**src/rtl/accel_pkg.sv**
```systemverilog
// Shared definitions for the accelerator datapath: default widths,
// saturation limits, the MAC control states and a saturating adder that the
// requantize stages further downstream reuse.
package accel_pkg;

    localparam int DEF_DATA_W = 8;
    localparam int DEF_ACC_W  = 16;

    localparam logic [DEF_ACC_W-1:0] ACC_MAX = {1'b0, {(DEF_ACC_W-1){1'b1}}};
    localparam logic [DEF_ACC_W-1:0] ACC_MIN = {1'b1, {(DEF_ACC_W-1){1'b0}}};

    typedef enum logic [1:0] {
        IDLE  = 2'd0,
        ACCUM = 2'd1,
        DONE  = 2'd2
    } state_e;

    typedef struct packed {
        logic                 ovf;
        logic [DEF_ACC_W-1:0] sum;
    } sat_res_t;

    // Two's complement add with one guard bit; the result clamps to the
    // nearest representable limit instead of wrapping.
    function automatic sat_res_t sat_add(input logic [DEF_ACC_W-1:0] x,
                                         input logic [DEF_ACC_W-1:0] y);
        logic [DEF_ACC_W:0] s;
        sat_res_t           r;
        s = {x[DEF_ACC_W-1], x} + {y[DEF_ACC_W-1], y};
        r.ovf = s[DEF_ACC_W] ^ s[DEF_ACC_W-1];
        if (r.ovf) begin
            r.sum = s[DEF_ACC_W] ? ACC_MIN : ACC_MAX;
        end else begin
            r.sum = s[DEF_ACC_W-1:0];
        end
        return r;
    endfunction

endpackage

```
**src/rtl/sat_mac_unit.sv**
```systemverilog
// Combinational signed multiply-accumulate with saturation. The full-width
// product is added to the accumulator with one guard bit, so any excursion
// outside the ACC_W range is detected and clamped rather than wrapped.
module sat_mac_unit #(
    parameter int DATA_W = 8,
    parameter int ACC_W  = 16
) (
    input  logic [ACC_W-1:0]  acc_i,
    input  logic [DATA_W-1:0] a_i,
    input  logic [DATA_W-1:0] b_i,
    output logic [ACC_W-1:0]  next_acc_o,
    output logic              ovf_o
);

    localparam int PW = 2 * DATA_W;
    localparam logic [ACC_W-1:0] SAT_MAX = {1'b0, {(ACC_W-1){1'b1}}};
    localparam logic [ACC_W-1:0] SAT_MIN = {1'b1, {(ACC_W-1){1'b0}}};

    logic [PW-1:0]  a_x;
    logic [PW-1:0]  b_x;
    logic [PW-1:0]  prod;
    logic [ACC_W:0] prod_x;
    logic [ACC_W:0] acc_x;
    logic [ACC_W:0] sum;

    // Operands are sign-extended to the product width first; the low PW bits
    // of that product are the exact signed result.
    assign a_x    = {{DATA_W{a_i[DATA_W-1]}}, a_i};
    assign b_x    = {{DATA_W{b_i[DATA_W-1]}}, b_i};
    assign prod   = a_x * b_x;
    assign prod_x = {{(ACC_W+1-PW){prod[PW-1]}}, prod};
    assign acc_x  = {acc_i[ACC_W-1], acc_i};
    assign sum    = acc_x + prod_x;

    // Guard bit disagreeing with the sign bit means the sum left the range.
    always_comb begin
        ovf_o      = sum[ACC_W] ^ sum[ACC_W-1];
        next_acc_o = sum[ACC_W-1:0];
        if (ovf_o) begin
            next_acc_o = sum[ACC_W] ? SAT_MIN : SAT_MAX;
        end
    end

endmodule

```
**src/rtl/mac_accumulator.sv**
```systemverilog
// Signed MAC stage feeding the bit_shift requantizer. A start pulse in IDLE
// latches a vector length; that many operand pairs are accumulated with
// saturation, and the result is presented until the consumer takes it.
module mac_accumulator
    import accel_pkg::*;
#(
    parameter int DATA_W = DEF_DATA_W,
    parameter int ACC_W  = DEF_ACC_W,
    parameter int LEN_W  = 8
) (
    input  logic              clock,
    input  logic              reset,
    input  logic              start,
    input  logic [LEN_W-1:0]  len,
    input  logic              in_valid,
    output logic              in_ready,
    input  logic [DATA_W-1:0] a_in,
    input  logic [DATA_W-1:0] b_in,
    output logic              out_valid,
    input  logic              out_ready,
    output logic [ACC_W-1:0]  acc_out,
    output logic              overflow,
    output logic              busy
);

    state_e             state_q;
    logic [LEN_W-1:0]   len_q;
    logic [LEN_W-1:0]   count_q;
    logic [ACC_W-1:0]   acc_q;
    logic               ovf_q;
    logic               in_ready_q;
    logic               out_valid_q;
    logic               busy_q;

    logic [ACC_W-1:0]   acc_d;
    logic               beat_ovf;

    sat_mac_unit #(
        .DATA_W (DATA_W),
        .ACC_W  (ACC_W)
    ) u_mac (
        .acc_i      (acc_q),
        .a_i        (a_in),
        .b_i        (b_in),
        .next_acc_o (acc_d),
        .ovf_o      (beat_ovf)
    );

    // Control FSM; handshake flags are registered alongside the state so the
    // outputs never glitch and stay frozen while DONE waits on the consumer.
    always_ff @(posedge clock) begin
        if (reset) begin
            state_q     <= IDLE;
            len_q       <= '0;
            count_q     <= '0;
            acc_q       <= '0;
            ovf_q       <= 1'b0;
            in_ready_q  <= 1'b0;
            out_valid_q <= 1'b0;
            busy_q      <= 1'b0;
        end else begin
            unique case (state_q)
                IDLE: begin
                    if (start) begin
                        len_q   <= len;
                        count_q <= '0;
                        acc_q   <= '0;
                        ovf_q   <= 1'b0;
                        busy_q  <= 1'b1;
                        if (len != '0) begin
                            state_q    <= ACCUM;
                            in_ready_q <= 1'b1;
                        end else begin
                            state_q     <= DONE;
                            out_valid_q <= 1'b1;
                        end
                    end
                end
                ACCUM: begin
                    if (in_valid) begin
                        acc_q   <= acc_d;
                        ovf_q   <= ovf_q | beat_ovf;
                        count_q <= count_q + LEN_W'(1);
                        if (count_q == len_q - LEN_W'(1)) begin
                            state_q     <= DONE;
                            in_ready_q  <= 1'b0;
                            out_valid_q <= 1'b1;
                        end
                    end
                end
                DONE: begin
                    if (out_ready) begin
                        state_q     <= IDLE;
                        out_valid_q <= 1'b0;
                        busy_q      <= 1'b0;
                    end
                end
                default: begin
                    state_q     <= IDLE;
                    in_ready_q  <= 1'b0;
                    out_valid_q <= 1'b0;
                    busy_q      <= 1'b0;
                end
            endcase
        end
    end

    assign in_ready  = in_ready_q;
    assign out_valid = out_valid_q;
    assign busy      = busy_q;
    assign acc_out   = acc_q;
    assign overflow  = ovf_q;

endmodule

```
**config.mk**
```make
export PLATFORM = sky130hd
export DESIGN_NAME = mac_accumulator
export DESIGN_NICKNAME = d
export VERILOG_FILES = /design/src/rtl/accel_pkg.sv /design/src/rtl/sat_mac_unit.sv /design/src/rtl/mac_accumulator.sv
export SDC_FILE = /design/constraint.sdc
export NUM_CORES = 1
export LEC_CHECK = 0
export ABC_CLOCK_PERIOD_IN_PS = 10800
export CORE_MARGIN = 2
export CORE_UTILIZATION = 35
export CTS_BUF_LIST = sky130_fd_sc_hd__clkbuf_16
export DETAILED_ROUTE_END_ITERATION = 8
export HOLD_SLACK_MARGIN = 0.02
export PLACE_DENSITY = 0.51
export SYNTH_ARGS = -nofsm -noshare
export SYNTH_HDL_FRONTEND = slang
export SYNTH_SLANG_ARGS = --single-unit
```
**constraint.sdc**
```tcl
create_clock -name clock -period 10.8 [get_ports clock]
set_clock_uncertainty 0.05 [all_clocks]
set_input_delay 2.16 -clock clock [delete_from_list [all_inputs] [get_ports clock]]
set_output_delay 2.16 -clock clock [all_outputs]
set_load 0.1 [all_outputs]
```
==> results of run 1 <==
[worst reg2reg max path, stage by stage, from the launching register on]
cell       delay (ns)
dfxtp_1          0.39
inv_1            0.09
fa_1             0.53
inv_1            0.05
fa_1             0.49
inv_1            0.05
fa_1             0.48
inv_1            0.06
fa_1             0.43
fa_1             0.38
ha_1             0.35
a21o_1           0.24
a2111oi_4        0.36
a21oi_2          0.15
a211oi_2         0.22
xnor2_1          0.09
buf_4            0.20
maj3_1           0.37
a32o_1           0.22
[worst min-delay path by stage]
stage,slack [ns],endpoint,cells past startpoint
2_1_floorplan,0.41,len_q[1],2
3_3_place_gp,0.40,busy,2
3_5_place_dp,0.40,busy,2
4_1_cts,0.41,out_valid,2
5_1_grt,0.44,out_valid,2
6_report,0.41,busy,2
[cells in the mapped netlist (all sizes together) (2+ instances only)]
master,number,area [um^2]
fa,76,1520
nand2b,6,37.5
nor2,40,150
a22oi,2,15.0
o31ai,3,36.3
a211oi,5,47.5
dfxtp,38,761
a21oi,19,98.9
nor3,3,15.0
maj3,8,80.1
inv,85,319
clkbuf,11,41.3
a21o,3,22.5
or4,3,23.8
or3,4,35.0
nand3,15,75.1
a22o,7,61.3
xor2,11,96.3
nand2,65,246
ha,41,513
a2111oi,2,55.1
buf,2,16.3
or2,3,18.8
xnor2,22,193
mux2i,2,20.0
nand4,3,18.8
a32o,2,20.0
nor2b,2,12.5
o21ai,10,50.1
o21a,2,15.0
and2,32,200
o211ai,6,45.0
a31oi,2,12.5
[sequential cells by signal, indices dropped and copies added (netlist names)]
signal / flops
overflow: 1
acc_out: 16
busy: 1
out_valid: 1
in_ready: 1
len_q: 8
state_q: 2
count_q: 8
[final cells by class]
type | count | area, um^2
timing repair buffer | 50 | 495
fill | 1448 | 8070
sequential | 38 | 761
clock inverter | 3 | 63.8
clock buffer | 5 | 125
multi-input combinational | 409 | 3820
inverter | 86 | 323
tap | 180 | 225
[routing by layer]
layer  vias up  global-route usage [%]  wire length, um  part of all wire (%)
li1       1836                       -                -                     -
met3         4                    1.38              277                   2.5
met1      1803                    23.9             5560                    51
met4         0                    2.20               44                  0.40
met5         -                       0                0                     0
met2        51                    26.5             5070                    46
[placed cells by master, fill, tap and decap left out, types with 5 or more instances in the layout]
cell,instances
inv_1,85
fa_1,76
nand2_1,64
clkdlybuf4s50_1,48
ha_1,41
nor2_1,40
dfxtp_1,38
and2_1,32
xnor2_1,22
a21oi_1,18
nand3_1,15
xor2_1,11
o21ai_0,10
maj3_1,8
a22o_1,7
nand2b_1,6
o211ai_1,6
clkbuf_16,5
[through the flow]
stage / setup slack (ns) / cells / cell area, um^2 / utilization [%] / hold slack, ns
final: 2.72 / 771 / 5810 / 41.9 / 0.408
after global placement: 2.52 / 763 / 5620 / 40.5 / 0.400
after detailed placement: 2.38 / 763 / 5620 / 40.5 / 0.401
after floorplan: 3.49 / 546 / 4960 / - / 0.407
after CTS: 2.66 / 771 / 5810 / 41.9 / 0.411
after global routing: 2.36 / 771 / 5810 / 41.9 / 0.437
[logic make-up after synthesis]
family                     synth area share (%)
xor gates and xnor gates                   5.83
adders and majority gates                  42.6
muxes                                     0.404
DFF                                        15.3
buffers and inverters                      7.67
AOI/OAI and AO/OA                          10.7
and+or+nand+nor                            17.5
==> results.yml, run 1 <==
floorplan:
  die_y_um: 123
  fp.dieW_um: 123
  start_util_pct: 35.7
  die-area_um2: 15100
  coreArea_um2: 13900
  ios: 49
  rows: 43
sta:
  fin_setup_tns_ns: 0
  setup_viol: 0
  hold_viol_final: 0
  timing.final.crit_share_pct: 74.8
  slew_headroom_pct: 31.1
  rsz0062_at_grt: "false"
  slew_violations: 0
  min_period_ns: 8.08
  worst_slew_pin_slew_ns: 1.03
  fmax_mhz: 124
worst_setup_path:
  reg2reg_from: "acc_out[6]"
  cp_slowest_stage_delay_ns: 0.69
  worstPathBufferInverterCount: 4
  startpoint: "b_in[0]"
  worst-path-max-fanout: 18
  critPathKind: "in -> reg"
  crit_chain: "clkdlybuf4s50_1 > and2_1 > inv_1 > fa_1 > inv_1 > fa_1 > fa_1 > fa_1 > fa_1 > ha_1 > a21o_1 > a2111oi_4 > a21oi_2 > a211oi_2 > xnor2_1 > buf_4 > maj3_1 > a32o_1"
  cp_slowest_cell: "clkdlybuf4s50_1"
  reg2reg_depth: 18
  r2r_end: "acc_out[10]"
  critical_path.top_delay_family: "adder cells"
  start_kind: "input pin"
  crit_end: "acc_out[10]"
  setup.worst_path.end_class: "flip-flop"
  crit_arrival_ns: 8.20
  required_ns: 10.92
  cp.depth: 18
  cp_common_cell: "fa_1"
  worst-r2r-setup-slack_ns: 5.51
grt:
  grt_pass1_wl_um: 19400
  grt_overflow: 0
  antenna_found_initial: 0
  grt_pass1_vias: 3843
  grt_max_degree: 21
  grt_usage_pct: 16.2
routing:
  drt_first_pass_iters: 4
  num_vias: 3694
  totalWireLength_um: 11000
  via_per_inst: 4.79
  routedWlPerCell_um: 14.2
  route.detailed.drc: 0
  first_iter_violations: 153
  ant_nets: 0
clock_network:
  cts_setup_buffers: 0
  htree_levels: 2
  numCtsBuffers: 5
  cts-root-buf: "clkbuf_16"
  clk_pin_slew_ns: 0.06
  cts_sinks: 38
  hold_buffers: 0
  post_cts_resized: 0
  cts_buffer_depth: 2
  clkLatencyLatePin_ns: 0.28
  tritoncts: "done"
status:
  status: "finished clean"
placement:
  dpl.hpwl_um: 9280
  port_buffers: 48
  gp_congestion: 0.803
finish:
  n_antenna_cell: 0
  area.growth.synth_to_final_pct: 17.2
  finalNetCount: 736
  drive_above_1_share_pct: 3.55
synthesis:
  synth_edf_count: 0
  netlist_area_um2: 4960
  ys.flop_type: "dfxtp_1"
  syn-num-nets: 692
  ys_seq_elements: 38
  synthArstFlopShare_pct: 0
  synth_cell_types: 52
  yosys_warnings: 0
  ys_seq_area_share_pct: 15.3
  syn_avg_cell_area_um2: 9.09
  syn_inst: 546
worst_hold_path:
  holdCritPathClass: "reg -> reg"
  hold_start: "busy"
job:
  drv_cap: 0
Power of run 1 is not shown: default switching activity piles up to over one toggle a cycle in this logic, so the estimate is an artifact.
==> run 2, diff against run 1 <==
--- a/config.mk
+++ b/config.mk
@@ -5,13 +5,13 @@
 export SDC_FILE = /design/constraint.sdc
 export NUM_CORES = 1
 export LEC_CHECK = 0
-export ABC_CLOCK_PERIOD_IN_PS = 10800
+export ABC_CLOCK_PERIOD_IN_PS = 6500
 export CORE_MARGIN = 2
 export CORE_UTILIZATION = 35
 export CTS_BUF_LIST = sky130_fd_sc_hd__clkbuf_16
 export DETAILED_ROUTE_END_ITERATION = 8
 export HOLD_SLACK_MARGIN = 0.02
-export PLACE_DENSITY = 0.51
+export PLACE_DENSITY = 0.53
 export SYNTH_ARGS = -nofsm -noshare
 export SYNTH_HDL_FRONTEND = slang
 export SYNTH_SLANG_ARGS = --single-unit
==> constraint.sdc (replaced) <==
create_clock -name clock -period 6.5 [get_ports clock]
set_clock_uncertainty 0.05 [all_clocks]
set_input_delay 1.3 -clock clock [delete_from_list [all_inputs] [get_ports clock]]
set_output_delay 1.3 -clock clock [all_outputs]
set_load 0.1 [all_outputs]
==> run 2 against run 1 <==
Effect of this change: hold slack better by 0.0036 ns; sequential share of layout area down 0.99 points; utilization up 3.4 points; flip-flop and latch count unchanged; critical path type unchanged; critical endpoint is now acc_out[6]; largest cell class unchanged.
==> results.yml, run 2 (same netlist as run 1, synthesis figures left out) <==
grt:
  antenna_found_initial: 0
  grt_usage_pct: 16.7
  grt_pass1_vias: 4157
  grt_max_degree: 21
  grt_pass1_wl_um: 20200
  grt_overflow: 0
routing:
  routedWlPerCell_um: 13.8
  route.detailed.drc: 0
  ant_nets: 0
  num_vias: 3934
  first_iter_violations: 165
  drt_first_pass_iters: 4
  totalWireLength_um: 11400
  via_per_inst: 4.75
clock_network:
  clk_pin_slew_ns: 0.06
  numCtsBuffers: 5
  hold_buffers: 0
  cts_sinks: 38
  clkLatencyLatePin_ns: 0.28
  htree_levels: 2
  tritoncts: "done"
  cts-root-buf: "clkbuf_16"
  cts_buffer_depth: 2
floorplan:
  fp.dieW_um: 123
  rows: 43
  coreArea_um2: 13900
  start_util_pct: 35.7
  die-area_um2: 15100
  die_y_um: 123
  ios: 49
worst_setup_path:
  setup.worst_path.end_class: "flip-flop"
  worstPathBufferInverterCount: 3
  cp_slowest_stage_delay_ns: 0.53
  start_kind: "input pin"
  cp_common_cell: "fa_1"
  crit_arrival_ns: 6.41
  cp_slowest_cell: "fa_1"
  worst-path-max-fanout: 8
  critPathKind: "in -> reg"
  required_ns: 6.62
  crit_chain: "clkdlybuf4s50_1 > buf_4 > and2_1 > fa_1 > fa_1 > fa_1 > fa_1 > ha_1 > ha_1 > a21o_1 > a2111oi_4 > a21oi_2 > a211oi_2 > xnor2_1 > buf_4 > maj3_1 > a22o_1"
  critical_path.top_delay_family: "adder cells"
finish:
  most-common-layout-cells: "inv_1, fa_1, nand2_1"
  area.growth.synth_to_final_pct: 26.8
  multi_input_area_um2: 3830
  fill_cells: 1351
  n_antenna_cell: 0
  fin_cells: 828
  drive_above_1_share_pct: 12.8
  largest_reg_flops: 16
  finalNetCount: 793
  layout_commonest_cell: "inv_1"
  register_area_um2: 761
  finalInstanceArea_um2: 6290
worst_hold_path:
  holdCritPathClass: "reg -> reg"
sta:
  fmax_mhz: 159
  min_period_ns: 6.29
  setup_viol: 0
  worst_slew_pin_slew_ns: 1.01
  slew_headroom_pct: 32.3
  rsz0062_at_grt: "false"
  hold_viol_final: 0
  slew_violations: 0
  timing.final.crit_share_pct: 96.7
status:
  status: "finished clean"
placement:
  gp_congestion: 0.834
  dpl.hpwl_um: 10000
  placed_area_um2: 6080
  port_buffers: 48
  dp.cells: 820
job:
  drv_cap: 0
run 2: changes by cell type in the layout (fill, tap and decap cells not counted), sizes merged:
cell	delta
buf	+57
clkdlybuf4s50	-14
bufinv	-1
dlymetal6s2s	+14
inv	+1
run 2: per-stage QoR:
step / worst slack [ns] / TNS [ns] / hold WS [ns] / util [%]
final: 0.213 / 0 / 0.412 / 45.3
after global routing: 0.00810 / 0 / 0.438 / 45.3
after CTS: 0.0196 / 0 / 0.416 / 45.0
after detailed placement: -0.273 / -3.94 / 0.402 / 43.8
after global placement: -0.235 / -3.41 / 0.399 / 43.8
after floorplan: 0.0525 / 0 / 0.407 / -
run 2: layer usage:
layer  vias up  GRT usage (%)  wire length (um)
li1       1958              -                 -
met4         0           2.91               101
met5         -              0                 0
met2        62           27.8              5510
met3         7           2.12               440
met1      1907           23.6              5390
run 2: area by class of cell:
cell class,instances,area share [%]
clock buffer,5,1.99
multi-input combinational,409,60.9
timing repair buffer,107,15.6
inverter,86,5.13
sequential,38,12.1
tap,180,3.58
clock inverter,3,0.637
run 2: worst min-delay path: cells and delay by family (launching register included):
kind | cells | cell delay [ns]
AO/OA/AOI/OAI | 1 | 0.05
flip-flops | 1 | 0.31
AND/OR/NAND/NOR | 1 | 0.05
run 2: final timing paths:
check | startpoint | end | slack (ns) | cells after the start
min | busy | busy | 0.41 | 2
min reg2reg | busy | busy | 0.41 | 2
max reg2reg | acc_out[6] | acc_out[6] | 1.36 | 18
max | b_in[6] | acc_out[6] | 0.21 | 17
run 2: what timing repair did:
action	CTS	global route
pin swaps	0	6
resized for setup	1	17
buffers inserted	0	0
setup endpoints to repair	1	17
Power of run 2 is left out for the same reason.
